$ cat config.mk
export PLATFORM = sky130hd
export DESIGN_NAME = fetch_npc_unit
export DESIGN_NICKNAME = d
export VERILOG_FILES = /design/src/rtl/fetch_npc_unit.sv
export SDC_FILE = /design/constraint.sdc
export NUM_CORES = 1
export LEC_CHECK = 0
export CAP_MARGIN = 20
export CORE_MARGIN = 2
export CORE_UTILIZATION = 50
export DETAILED_ROUTE_END_ITERATION = 10
export GPL_TIMING_DRIVEN = 0
export PLACE_DENSITY = 0.83
export SLEW_MARGIN = 20
export SYNTH_ARGS = -nofsm -noshare
export SYNTH_HDL_FRONTEND = slang
export SYNTH_SLANG_ARGS = --single-unit
$ cat constraint.sdc
create_clock -name clk -period 3.6 [get_ports clk]
set_input_delay 0.36 -clock clk [delete_from_list [all_inputs] [get_ports clk]]
set_output_delay 0.36 -clock clk [all_outputs]
set_load 0.01 [all_outputs]
$ cat src/rtl/fetch_npc_unit.sv
// Fetch-stage PC, next-PC selection and F/D pipeline register.
// Branches and jumps resolve in D with one delay slot; nothing is ever flushed.
module fetch_npc_unit #(
    parameter logic [31:0] RESET_PC = 32'h0000_3000
) (
    input  logic        clk,
    input  logic        reset,
    input  logic        stall,
    input  logic [31:0] instr_f,
    input  logic [2:0]  npc_op_d,
    input  logic        equ_d,
    input  logic        gez_d,
    input  logic [31:0] rs_fwd_d,
    output logic [31:0] pc_f,
    output logic [31:0] instr_d,
    output logic [31:0] pc_d,
    output logic [31:0] pc8_d,
    output logic        taken_d
);

    localparam logic [2:0] OP_SEQ  = 3'b000;
    localparam logic [2:0] OP_BEQ  = 3'b001;
    localparam logic [2:0] OP_BNE  = 3'b010;
    localparam logic [2:0] OP_BGEZ = 3'b011;
    localparam logic [2:0] OP_BLTZ = 3'b100;
    localparam logic [2:0] OP_J    = 3'b101;
    localparam logic [2:0] OP_JR   = 3'b110;

    logic [31:0] fpc_q,   fpc_d;
    logic [31:0] dinstr_q, dinstr_d;
    logic [31:0] dpc_q,   dpc_d;
    logic [31:0] br_tgt, j_tgt, target, npc;

    // Redirect is recomputed every cycle from the held D state, so a stalled
    // jr picks up whatever rs value is forwarded in its first free cycle.
    always_comb begin
        taken_d = 1'b0;
        target  = br_tgt;
        unique case (npc_op_d)
            OP_BEQ:  taken_d = equ_d;
            OP_BNE:  taken_d = ~equ_d;
            OP_BGEZ: taken_d = gez_d;
            OP_BLTZ: taken_d = ~gez_d;
            OP_J: begin
                taken_d = 1'b1;
                target  = j_tgt;
            end
            OP_JR: begin
                taken_d = 1'b1;
                target  = rs_fwd_d;
            end
            OP_SEQ:  taken_d = 1'b0;
            default: taken_d = 1'b0;
        endcase
    end

    assign br_tgt = dpc_q + 32'd4 + {{14{dinstr_q[15]}}, dinstr_q[15:0], 2'b00};
    assign j_tgt  = {dpc_q[31:28], dinstr_q[25:0], 2'b00};
    assign npc    = taken_d ? target : fpc_q + 32'd4;

    always_comb begin
        fpc_d    = fpc_q;
        dinstr_d = dinstr_q;
        dpc_d    = dpc_q;
        if (!stall) begin
            fpc_d    = npc;
            dinstr_d = instr_f;
            dpc_d    = fpc_q;
        end
    end

    always_ff @(posedge clk) begin
        if (reset) begin
            fpc_q    <= RESET_PC;
            dinstr_q <= 32'd0;
            dpc_q    <= 32'd0;
        end else begin
            fpc_q    <= fpc_d;
            dinstr_q <= dinstr_d;
            dpc_q    <= dpc_d;
        end
    end

    assign pc_f    = fpc_q;
    assign instr_d = dinstr_q;
    assign pc_d    = dpc_q;
    assign pc8_d   = dpc_q + 32'd8;

endmodule

; ---- Word-level counts from Yosys, hierarchy flattened
; Cells that the tools add are included.
[totals]
ff_bits = 96
latch_bits = 0
ramBits = 0
mem_bits_ro = 0
in_bits = 72
wordCells = 19
memories = 0
[classes]
addsub = 4
n_mul = 0
n_div = 0
n_lt_le_gt_ge = 0
n_eq_ne = 6
shift = 0
mux = 3
n_bitwise = 2
reduce_logical = 1
[ops]
columns = operator, n
row1 = "adder 32 x 3 -> 32 bit, second input constant", 2
row2 = case mux 32 bit (2 select lines), 1
row3 = adder 32 bit, 1
row4 = "adder 32 x 4 -> 32 bit, second input constant", 1
row5 = 2-to-1 mux 32 bit, 1
row6 = "equality test 3 bit, second input constant", 3
row7 = "equality test 3 x 2 -> 1 bit, second input constant", 2
row8 = case mux 1 bit (5 select lines), 1
row9 = "equality test 3 x 1 -> 1 bit, second input constant", 1
row10 = NOT 1 bit, 2
row11 = OR reduction 2 bit, 1

; ---- Longest topological paths before layout
; Gate-level depths: netlist of run 1.
[depth]
depth_word = 4
ltp_mapped = 12

; ---- Worst setup path before layout of run 1
; No wires, ideal clock.
[synth_path]
path_kind = register to register
from = register dpc_q[3] (netlist: pc_d[3])
to = register fpc_q[31] (netlist: pc_f[31])
arrival_ns = 2.904
t_required_ns = 3.541
path_slack_ns = 0.637
stages_incl_launch_ff = 11
period_less_slack_ns = 2.963
cell_sequence = dfxtp_1 ha_1 ha_1 fa_1 a21oi_1 o211ai_1 a2111oi_1 o41ai_2 nand3_1 or4b_1 nand2_1
[synth_via]
elab_chain_cells = 4
[synth_rtl]
columns = item, line_no
row1 = "start, declared", 31  ; logic [31:0] dpc_q, dpc_d;
row2 = "start signal, assigned", 80  ; dpc_q <= dpc_d;
row3 = adder 32 x 3 -> 32 bit, 57  ; assign br_tgt = dpc_q + 32'd4 + {{14{dinstr_q[15]}}, dinstr_q[15:0], 2'b00};
row4 = adder 32 bit, 57
row5 = case mux 32 bit (2 select lines), 39  ; unique case (npc_op_d)
row6 = 2-to-1 mux 32 bit, 59  ; assign npc = taken_d ? target : fpc_q + 32'd4;
row7 = "end signal, assigned", 78  ; fpc_q <= fpc_d;
row8 = "end, declared", 29  ; logic [31:0] fpc_q, fpc_d;
; Every way passes these cells.
; A chain may end at the register's enable or synchronous reset.

; ---- Worst setup path after layout of run 1
[layout_path]
from = register dpc_q[3] (netlist: pc_d[3])
to = register fpc_q[29] (netlist: pc_f[29])
; The elaborated chain is that of the path after synthesis.

==> impl_metrics.py, run 1 <==
metrics = {
    "status": {
        "status": "completed",
    },
    "cts": {
        "post-cts-setup-buffer-count": 0,
        "cts_made_buffers": 9,
        "cts-root-buf": "clkbuf_16",
        "tritoncts": "yes",
        "clockBufferDepth": 2,
        "clk_pin_slew_worst_paths_ns": 0.07,
        "clkSinkCount": 96,
        "insertion_delay_to_the_later_sink_of_the_worst_skew_pair_ns": 0.36,
        "htree_levels": 3,
    },
    "timing": {
        "timing.final.setup_violations": 0,
        "finalHoldViolations": 0,
        "rsz0062_at_grt": "false",
        "final_max_slew_viol_count": 0,
        "finClkSkew_ns": 0.00986,
        "finalWorstPathRequiredPeriod_ns": 3.46,
        "post-route-period-util_pct": 96.0,
        "setup_slack_ns": 0.144,
        "timing.fmax_mhz": 289,
        "slew_of_the_pin_with_the_lowest_slew_margin_ns": 0.990,
        "worst_slew_margin_rel_pct": 34.0,
    },
    "hold_path": {
        "hold_start": "reset",
        "worstHoldEndpoint": "pc_f[27]",
        "min_path_type": "in2reg",
        "whs_path_depth": 4,
    },
    "setup_path": {
        "cp_data_arrival_time_ns": 3.67,
        "reg2reg_depth": 10,
        "critical_path.startpoint_type": "register",
        "worstSetupEndpointType": "register",
        "timing.critical_path.required_ns": 3.82,
        "largest_fanout_on_the_critical_path": 8,
        "ff2ff_setup_slack_ns": 0.14,
        "timing.setup.critical_path_class": "reg2reg",
        "rr_startpoint": "pc_d[3]",
        "worst_r2r_endpoint": "pc_f[29]",
    },
    "floorplan": {
        "die_x_um": 125,
        "initial_utilization_pct": 50.8,
        "placement_rows": 44,
        "fp.coreArea_sq_um": 14400,
        "top_level_ports": 201,
        "die_extent_in_y_um": 125,
        "die_outline_area_sq_um": 15600,
    },
    "logic_synthesis": {
        "synth_ff_type": "dfxtp_1",
        "ys.warnings.count": 0,
        "post_synth_inst_count": 900,
        "post-synth-top-area-fraction_pct": 26.2,
        "yosys.area.top_type": "dfxtp_1",
        "ys_types": 84,
        "ys_top_cells_by_area": "dfxtp_1, ha_1, mux2i_1, nor2_1, a21oi_1",
        "netlist_top_cells_count": "nor2_1, dfxtp_1, mux2i_1",
        "synth-async-reset-ratio_pct": 0,
        "edff_count_synth": 0,
        "synth.ff_latch_count": 96,
        "synth_sequential_area_ratio_pct": 26.2,
        "syn-cell-area_sq_um": 7330,
        "yosys.cell_count.top_type": "nor2_1",
        "synth_area_per_inst_sq_um": 8.15,
        "synth.net_count": 1032,
    },
    "power_and_ir_drop": {
        "power.density_nw_per_um2": 311,
        "fin_total_pwr_mw": 3.08,
        "register_share_of_total_power_pct": 39.7,
        "comb_power_share_pct": 25.5,
        "p_int_mw": 2.13,
        "vdd_drop_max_v": 0.000256,
        "power.leakage_nw": 4.22,
        "power.switching_fraction_pct": 30.9,
        "p_clk_share_pct": 34.8,
        "power.switching_uw": 954,
    },
    "placement": {
        "post-place-ws_ns": -0.105,
        "place.detailed.hpwl_um": 20300,
        "port-buffer-count": 199,
        "gp_congestion": 0.948,
    },
    "route": {
        "vias": 8100,
        "detailedRoute.firstIterationViolations": 1005,
        "drt-vias-per-instance": 6.25,
        "drt_drc_violations_left": 0,
        "drt_wl_total_um": 26600,
        "count_of_antenna_violating_nets_left_after_detailed_routing": 0,
        "firstDrtPassIters": 8,
        "routed_length_per_placed_instance_um": 20.5,
    },
    "final_layout": {
        "area.growth.synth_to_final_pct": 35.1,
        "antenna_cells_inserted": 0,
        "n_fill_cell": 1220,
        "postLayoutCoreUtil_pct": 68.7,
        "layout.nets": 1241,
        "layout_cells_sized_above_1_pct": 5.39,
    },
    "grt": {
        "grt_overflow_total": 0,
        "track_usage_pct": 33.4,
        "antenna_found_initial": 0,
        "grt_max_degree": 19,
        "via_count_of_the_first_global_routing_pass": 7746,
        "grt_first_pass_wirelength_um": 41900,
    },
    "run": {
        "max_cap_viol_count": 0,
    },
}
[repair_timing]
action | 4_1_cts | 5_1_grt
gates resized for setup | 3 | 4
hold buffers | 0 | 0
setup endpoints to repair | 5 | 11
[how the worst max path moves through the flow]
stage	to	slack (ns)	cells past startpoint	from
3_3_place_gp	pc_f[25]	-0.07	10	pc_d[3]
5_1_grt	pc8_d[26]	0.03	8	pc_d[5]
2_1_floorplan	pc_f[31]	0.64	10	pc_d[3]
6_report	pc_f[29]	0.14	10	pc_d[3]
3_5_place_dp	pc_f[25]	-0.11	10	pc_d[3]
4_1_cts	taken_d	0.02	8	npc_op_d[0]
[cell usage in the layout (no fill, tap or decap), drive strengths merged, types with 11 or more instances in the layout]
cell type,instances
xor2,16
nand2,66
a21o,20
xnor2,32
nor3,18
nand3,33
clkbuf,45
mux2i,66
and3,16
and2,11
nand4,16
o21ai,34
ha,59
inv,18
clkdlybuf4s50,199
a21oi,64
nor2,111
buf,19
dfxtp,96
a221oi,18
[logic make-up (layout without fill, tap and decap cells)]
logic type	count (synthesis)	in the layout	share of synthesized area, %
AO/OA/AOI/OAI	233	233	21.9
XOR/XNOR	48	48	5.73
adder cells (fa/ha/maj)	60	60	10.3
buffers and inverters	73	286	4.44
flip-flops	96	96	26.2
multiplexers	67	67	9.17
AND/OR/NAND/NOR	323	323	22.2
[flip-flops by register name, summed over array words and instances, names as in the netlist]
name,count
instr_d,32
pc_d,32
pc_f,32
[critical path, stage by stage (launching register included)]
cell and delay [ns]:
dfxtp_2 0.42, ha_1 0.27, ha_1 0.25, fa_1 0.42
a21oi_1 0.26, o211ai_1 0.24, a21oi_2 0.27, o22ai_1 0.27
o31a_1 0.39, o31ai_1 0.37, o22ai_1 0.15
[per-stage QoR]
step	hold slack [ns]	TNS [ns]	instance area (sq um)	instances
6_report	0.369	0	9910	1297
5_1_grt	0.387	0	9910	1297
4_1_cts	0.358	0	9890	1298
3_5_place_dp	0.487	-0.105	9550	1283
3_3_place_gp	0.475	-0.0676	9550	1283
2_1_floorplan	0.504	0	7330	900
[layout make-up]
class,count,area [sq um],area share [%]
Clock inverter,5,81.3,0.821
Timing Repair Buffer,200,2000,20.2
Clock buffer,10,239,2.41
Tap cell,184,230,2.32
Inverter,18,67.6,0.682
Buffer,53,250,2.53
Sequential cell,96,1920,19.4
Multi-Input combinational cell,731,5110,51.6
[power groups by stage]
stage	sequential, mW	combinational (mW)	clock (mW)
final	1.23	0.786	1.07
after global routing	1.23	0.844	1.12
after CTS	1.22	0.774	1.08
after detailed placement	1.25	0.768	0
after global placement	1.24	0.759	0
after floorplan	1.24	0.390	0
[per-layer routing]
metal	routed length (um)	vias up	global-route usage, %
met5	0	-	0
met4	886	0	12.5
met2	12000	471	52.9
met3	2730	73	7.36
met1	11000	3806	44.6
li1	-	3750	-
Power figures use the tool's default switching activity.
==> inputs of run 2 (changes only) <==
SLEW_MARGIN = 15   (was 20)
==> results of run 2 <==
Same layout as run 1: the final DEF is identical, and so are final timing and power.
